**src/rtl/mux_arb_pkg.sv**
```systemverilog
// Shared selection-mode constants and index helpers for the registered channel mux.
package mux_arb_pkg;

  localparam int MODE_DIRECTED = 0;
  localparam int MODE_RR       = 1;

  // Index of the set bit in a one-hot vector; zero when no bit is set.
  function automatic int unsigned onehot_to_idx(input logic [15:0] oh);
    int unsigned idx;
    idx = 0;
    for (int i = 0; i < 16; i++) begin
      if (oh[i]) idx = i;
    end
    return idx;
  endfunction

endpackage

```
**src/rtl/mux_arb_pipe_rr_arbiter.sv**
```systemverilog
// Round-robin arbiter: one-hot grant to the first requester at or after ptr,
// pointer moves past the granted channel only when the grant is consumed.
module rr_arbiter
  import mux_arb_pkg::*;
#(
  parameter int NUM_IN = 4,
  parameter int SEL_W  = $clog2(NUM_IN)
) (
  input  logic              clk_i,
  input  logic              rst_i,
  input  logic [NUM_IN-1:0] req_i,
  input  logic              advance_i,
  output logic [NUM_IN-1:0] grant_o
);

  logic [SEL_W-1:0] ptr_q, ptr_d;
  logic             found;
  int               gidx;
  int               nxt;

  always_comb begin
    grant_o = '0;
    found   = 1'b0;
    gidx    = 0;
    for (int off = 0; off < NUM_IN; off++) begin
      gidx = (int'(ptr_q) + off) % NUM_IN;
      if (!found && req_i[gidx]) begin
        grant_o[gidx] = 1'b1;
        found         = 1'b1;
      end
    end
  end

  always_comb begin
    ptr_d = ptr_q;
    nxt   = int'(onehot_to_idx(16'(grant_o))) + 1;
    if (advance_i) begin
      ptr_d = (nxt == NUM_IN) ? '0 : SEL_W'(nxt);
    end
  end

  always_ff @(posedge clk_i or negedge rst_i) begin
    if (!rst_i) ptr_q <= '0;
    else        ptr_q <= ptr_d;
  end

endmodule

```
**src/rtl/mux_arb_pipe.sv**
```systemverilog
// N-channel mux with a single registered output slot and valid/ready handshake;
// channel chosen by external select or by round-robin arbitration.
module mux_arb_pipe
  import mux_arb_pkg::*;
#(
  parameter int WIDTH  = 32,
  parameter int NUM_IN = 4,
  parameter int SEL_W  = $clog2(NUM_IN),
  parameter int MODE   = 0
) (
  input  logic                    clk_i,
  input  logic                    rst_i,
  input  logic                    flush_i,
  input  logic [NUM_IN-1:0]       valid_i,
  input  logic [NUM_IN*WIDTH-1:0] data_i,
  output logic [NUM_IN-1:0]       ready_o,
  input  logic [SEL_W-1:0]        select_i,
  output logic                    valid_o,
  output logic [WIDTH-1:0]        data_o,
  output logic [SEL_W-1:0]        src_o,
  input  logic                    ready_i
);

  logic [NUM_IN-1:0] grant;
  logic [NUM_IN-1:0] acc_vec;
  logic              slot_free;
  logic              accept;
  int unsigned       acc_idx;

  logic              valid_q, valid_d;
  logic [WIDTH-1:0]  data_q, data_d;
  logic [SEL_W-1:0]  src_q, src_d;

  generate
    if (MODE == MODE_RR) begin : g_rr
      logic unused_select;
      assign unused_select = ^select_i;
      rr_arbiter #(
        .NUM_IN (NUM_IN),
        .SEL_W  (SEL_W)
      ) u_arb (
        .clk_i     (clk_i),
        .rst_i     (rst_i),
        .req_i     (valid_i),
        .advance_i (accept),
        .grant_o   (grant)
      );
    end else begin : g_dir
      for (genvar gi = 0; gi < NUM_IN; gi++) begin : g_ch
        assign grant[gi] = valid_i[gi] & (select_i == SEL_W'(gi));
      end
    end
  endgenerate

  // Gating with rst_i keeps any handshake from completing while reset is held.
  assign slot_free = ~valid_q | ready_i;
  assign ready_o   = grant & {NUM_IN{slot_free & ~flush_i & rst_i}};
  assign acc_vec   = valid_i & ready_o;
  assign accept    = |acc_vec;

  always_comb begin
    acc_idx = onehot_to_idx(16'(acc_vec));
    valid_d = valid_q;
    data_d  = data_q;
    src_d   = src_q;
    if (flush_i) begin
      valid_d = 1'b0;
    end else if (accept) begin
      valid_d = 1'b1;
      data_d  = data_i[acc_idx*WIDTH +: WIDTH];
      src_d   = SEL_W'(acc_idx);
    end else if (valid_q && ready_i) begin
      valid_d = 1'b0;
    end
  end

  always_ff @(posedge clk_i or negedge rst_i) begin
    if (!rst_i) begin
      valid_q <= 1'b0;
      data_q  <= '0;
      src_q   <= '0;
    end else begin
      valid_q <= valid_d;
      data_q  <= data_d;
      src_q   <= src_d;
    end
  end

  assign valid_o = valid_q;
  assign data_o  = data_q;
  assign src_o   = src_q;

endmodule

```
**config.mk**
```make
export PLATFORM = sky130hd
export DESIGN_NAME = mux_arb_pipe
export DESIGN_NICKNAME = d
export VERILOG_FILES = /design/src/rtl/mux_arb_pkg.sv /design/src/rtl/mux_arb_pipe_rr_arbiter.sv /design/src/rtl/mux_arb_pipe.sv
export SDC_FILE = /design/constraint.sdc
export NUM_CORES = 1
export LEC_CHECK = 0
export CORE_MARGIN = 4
export CORE_UTILIZATION = 44
export CTS_BUF_LIST = sky130_fd_sc_hd__clkbuf_8
export DETAILED_ROUTE_END_ITERATION = 10
export MAX_ROUTING_LAYER = met4
export PLACE_DENSITY = 0.95
export SLEW_MARGIN = 20
export SYNTH_ARGS = -nofsm -noshare
export SYNTH_HDL_FRONTEND = slang
export SYNTH_SLANG_ARGS = --single-unit
```
**constraint.sdc**
```tcl
create_clock -name clk_i -period 3.7 [get_ports clk_i]
set_input_delay 0.74 -clock clk_i [delete_from_list [all_inputs] [get_ports clk_i]]
set_output_delay 0.74 -clock clk_i [all_outputs]
set_load 0.01 [all_outputs]
```
### Yosys cells after proc, flatten, opt, wreduce, memory -nomap -nowiden

Cells that the tools add are included.

* reductions and logical operators: 5
* equality and inequality tests: 3
* multiplexer cells: 6
* shift operators: 1
* bitwise logic cells: 11

Operators by type and width (count)
* variable part select 128 x 33 -> 32 bit: 1
* two-way mux 27 bit: 1
* AND 4 bit: 2
* AND 1 bit: 6
* equality test 2 bit (second input constant): 2
* two-way mux 1 bit: 4
* OR reduction 4 bit: 1
* nonzero test 3 bit: 1
* equality test 2 x 1 -> 1 bit (second input constant): 1
* logical NOT 2 bit: 1
* two-way mux 2 bit: 1
* inverter 1 bit: 2
* AND reduction 2 bit: 1
* logical AND 1 bit: 1
* bitwise OR 1 bit: 1

* flip-flop bits (word level): 35
* input port bits: 138

### Longest topological paths before layout

* depth in word-level cells: 10
* depth in mapped cells: 7
* mapped depth without buffers: 4

### Worst setup path after synthesis

No wires, ideal clock.

* kind: input to output
* start point: input flush_i
* end point: output ready_o[0]
* path slack: 1.121 ns
* required time: 2.960 ns
* arrival time: 1.839 ns
* stages: 5
* cell sequence: nand2b_4 -> buf_2 -> clkbuf_1 -> nor2_1 -> nor4bb_1

* word-level cells in the longest chain between the ends: 4

Ends and longest elaborated chain
* start, declared: RTL line mux_arb_pipe.sv:13 `input logic flush_i,`
* inverter 1 bit (no source line)
* AND 1 bit (2 in a row): RTL line mux_arb_pipe.sv:57 `assign ready_o = grant & {NUM_IN{slot_free & ~flush_i & rst_i}};`
* AND 4 bit: RTL line mux_arb_pipe.sv:57
* end, declared: RTL line mux_arb_pipe.sv:16 `output logic [NUM_IN-1:0] ready_o,`

Every way passes these cells.

### Worst setup path in the final report

* start point: input flush_i
* end point: output ready_o[1]

The elaborated chain is that of the path after synthesis.

==> flow_summary_export.csv <==
group,metric,value,unit
worst_setup_path,worst_path_maximum_fanout,4,
final_layout,final_layout_size_suffix_gt1_share,11.42,%
synth,synth-edff-count,0,
synth,async_reset_ff_share,100.0,%
floorplan,design.portCount,177,
worst_setup_path,worstSetupPathType,"in -> out",
sta,achievable-frequency,314.6,MHz
floorplan,rows,31,
worst_setup_path,crit_chain,"clkdlybuf4s50_1, nand2b_4, or4_4, inv_1, clkdlybuf4s50_1",
clocking,cts_sinks,35,
detailed_routing,route.detailed.drc,0,
detailed_routing,antenna_violating_nets_post_route,0,
synth,yosys-top-cells-area,"dfrtp_1, nand2b_1, a31oi_2, a22o_1, a31o_1",
sta,finalHoldViolations,0,
final_layout,fillers,571,
detailed_routing,via_per_inst,5.822,
clocking,cts_hold_buf,0,
synth,netlist-cell-type-count,33,
placed_design,dp.cells,634,
clocking,ctsRootBufferMaster,"clkbuf_8",
worst_setup_path,setup.worst_path.end_class,"output pin",
synth,synth.cells.most_frequent,"nand2b_1, dfrtp_1, nand2_1, nor2_1",
clocking,cts_htree_levels,2,
detailed_routing,wl_per_cell,18.59,µm
worst_setup_path,critical-path-top-delay-family,"buffers and inverters",
floorplan,design.die.area,9132,µm²
placed_design,io_buffers,176,
synth,synth_top_cell_by_area,"dfrtp_1",
worst_setup_path,critical_register_to_register_path_startpoint,"valid_o",
sta,timing.slew.headroom,54.46,%
worst_setup_path,endpoint,"ready_o[1]",
final_layout,final_net_count,680,
final_layout,multi_input_area,2217,µm²
global_routing,first_global_vias,3817,
detailed_routing,first_pass_iters,4,
sta,setup_tns,0,ps
detailed_routing,count_of_vias_placed_by_the_detailed_router,3738,
worst_setup_path,critical_path.most_common_cell,"clkdlybuf4s50_1",
detailed_routing,met3_wirelength,1045,µm
clocking,clock_path_buffers,2,
pwr,leak_pwr,0.001856,µW
worst_setup_path,worstSetupStartpointType,"primary input",
final_layout,final_cells,642,
clocking,cts_repair_resize_count,0,
pwr,irDropWorstVdd,155.8,µV
final_layout,flow.area_growth_from_synthesis,53.82,%
detailed_routing,route.top_layer_used,"met4",
worst_setup_path,critical_path_buf_inv_count,3,
pwr,power_per_cell_area,310.2,nW/µm²
clocking,numCtsBuffers,5,
synth,post_synth_inst_count,397,
worst_setup_path,timing.critical_path.required,2960,ps
synth,post_synthesis_mean_instance_area,8.497,µm²
floorplan,die_w,95.56,µm
synth,yosysSeqAreaShare,25.96,%
worst_setup_path,reg2reg_depth,5,
sta,fin_skew,5.524,ps
detailed_routing,wl_met2,6060,µm
final_layout,register_area,875.8,µm²
global_routing,globalRoute.totalOverflow,0,
global_routing,wire_length_of_the_first_global_routing_pass,18240,µm
synth,number_of_flip_flops_and_latches_in_the_synthesized_netlist,35,
final_layout,antenna-diode-count,0,
outcome,run_status,"finished, final reports clean",
detailed_routing,drc_violation_total_after_the_first_tritonroute_iteration,201,
clocking,cts_setup_buffers,0,
sta,fin_worst_hold_slack,533.7,ps
placed_design,finalWeightedCongestion,0.8181,
sta,setup-violations-final,0,
floorplan,die_y,95.56,µm
global_routing,globalRouteTotalUtil,26.10,%
worst_setup_path,timing.critical_path.arrival,2440,ps
placed_design,dpl.hpwl,8520,µm
flow_run,drv_cap,0,
worst_hold_path,worstHoldPathType,"reg -> reg",
detailed_routing,met1_wire_length,4561,µm
worst_setup_path,crit_path_max_incr_delay,550,ps
clocking,clk_transition_reported_paths,70,ps
sta,slew_violations,0,
clocking,insertion_delay,280,ps
worst_setup_path,regToRegEndpoint,"data_o[30]",
detailed_routing,wl,11930,µm
synth,synth_top_area_share,25.96,%
sta,period_minus_slack,3179,ps
global_routing,grt_antenna_before_repair,0,
synth,post-synth-top-count-cell,"nand2b_1",
synth,synth_ff_type,"dfrtp_1",
synth,yosysWarningCount,0,
synth,syn_area,3373,µm²
floorplan,placeableCoreArea,7370,µm²
worst_setup_path,crit_cells,5,
floorplan,initial_utilization,45.77,%
worst_setup_path,reg2reg_setup_slack,1850,ps
worst_setup_path,cpMaxStageDelayCell,"clkdlybuf4s50_1",
sta,tightestPinTransition,683.1,ps
clocking,cts_tree,"yes",
sta,final_min_period_over_clock_period,85.91,%
global_routing,grt_start_max_net_pins,66,
synth,mappedNetlistNets,535,
worst_setup_path,startpoint,"flush_i",
sta,rsz_0062_raised_after_global_routing,"no",
==> how the worst min path moves through the flow <==
stage	from	slack (ps)	cells after the start	endpoint
finish	src_o[1]	530	2	src_o[1]
global route	src_o[1]	560	2	src_o[1]
CTS	src_o[1]	530	2	src_o[1]
detailed placement	src_o[1]	520	2	src_o[1]
global placement	src_o[1]	500	2	src_o[1]
floorplan	rst_i	440	0	data_o[0]
==> layer usage <==
layer | GRT usage (%) | up-vias
met3 | 5.367 | 28
met2 | 45.80 | 183
met4 | 8.294 | 0
met5 | - | -
met1 | 29.64 | 1747
li1 | - | 1780
==> metrics by stage <==
| stage | total power [µW] | setup WS (ps) | util, % | instance area [µm²] |
|---|---|---|---|---|
| global placement | 1277 | 513.5 | 69.05 | 5089 |
| CTS | 1619 | 508.4 | 70.41 | 5189 |
| finish | 1609 | 521.3 | 70.41 | 5189 |
| detailed placement | 1309 | 510.7 | 69.05 | 5089 |
| floorplan | 887.5 | 1121 | - | 3373 |
| global route | 1697 | 472.8 | 70.41 | 5189 |
==> flip-flops by register name, indices dropped and copies added (netlist names) <==
signal   count
data_o      32
src_o        2
valid_o      1
==> layout by cell type (no fill, tap or decap), drive strengths merged, types with 2 or more instances in the layout <==
master         instances
clkbuf                 7
dfrtp                 35
clkdlybuf4s50        173
o31ai                 32
a31oi                 32
and3                   2
a22o                  32
nor2b                  2
nor2                  33
nand2                 34
nand2b                65
nor4                  32
mux2i                  2
buf                   16
a31o                  32
inv                    5
==> area by class of cell <==
class | instances | share of cell area [%]
timing repair buffer | 189 | 35.78
inverter | 4 | 0.2894
clock inverter | 1 | 0.07234
clock buffer | 7 | 1.857
tap | 99 | 2.387
sequential | 35 | 16.88
multi-input combinational | 307 | 42.73
==> logic make-up (layout without fill, tap and decap cells) <==
| group | Yosys count | after routing | share of synthesized area, % |
|---|---|---|---|
| flip-flops | 35 | 35 | 25.96 |
| buffers and inverters | 55 | 201 | 8.753 |
| AO/OA/AOI/OAI | 131 | 131 | 35.42 |
| multiplexers | 3 | 3 | 1.632 |
| AND/OR/NAND/NOR | 173 | 173 | 28.23 |
==> report_power, final <==
group,internal [µW],switching (µW)
Clock,167,142
Sequential,475,53.4
Combinational,446,326
==> worst register-to-register path, cell delays in order, from the launching register on <==
cell and delay [ps]:
dfrtp_1 350, nor2b_4 220, buf_4 540, o31ai_1 240, a31o_1 250, a31oi_2 180
(Power assumes the default switching activity.)
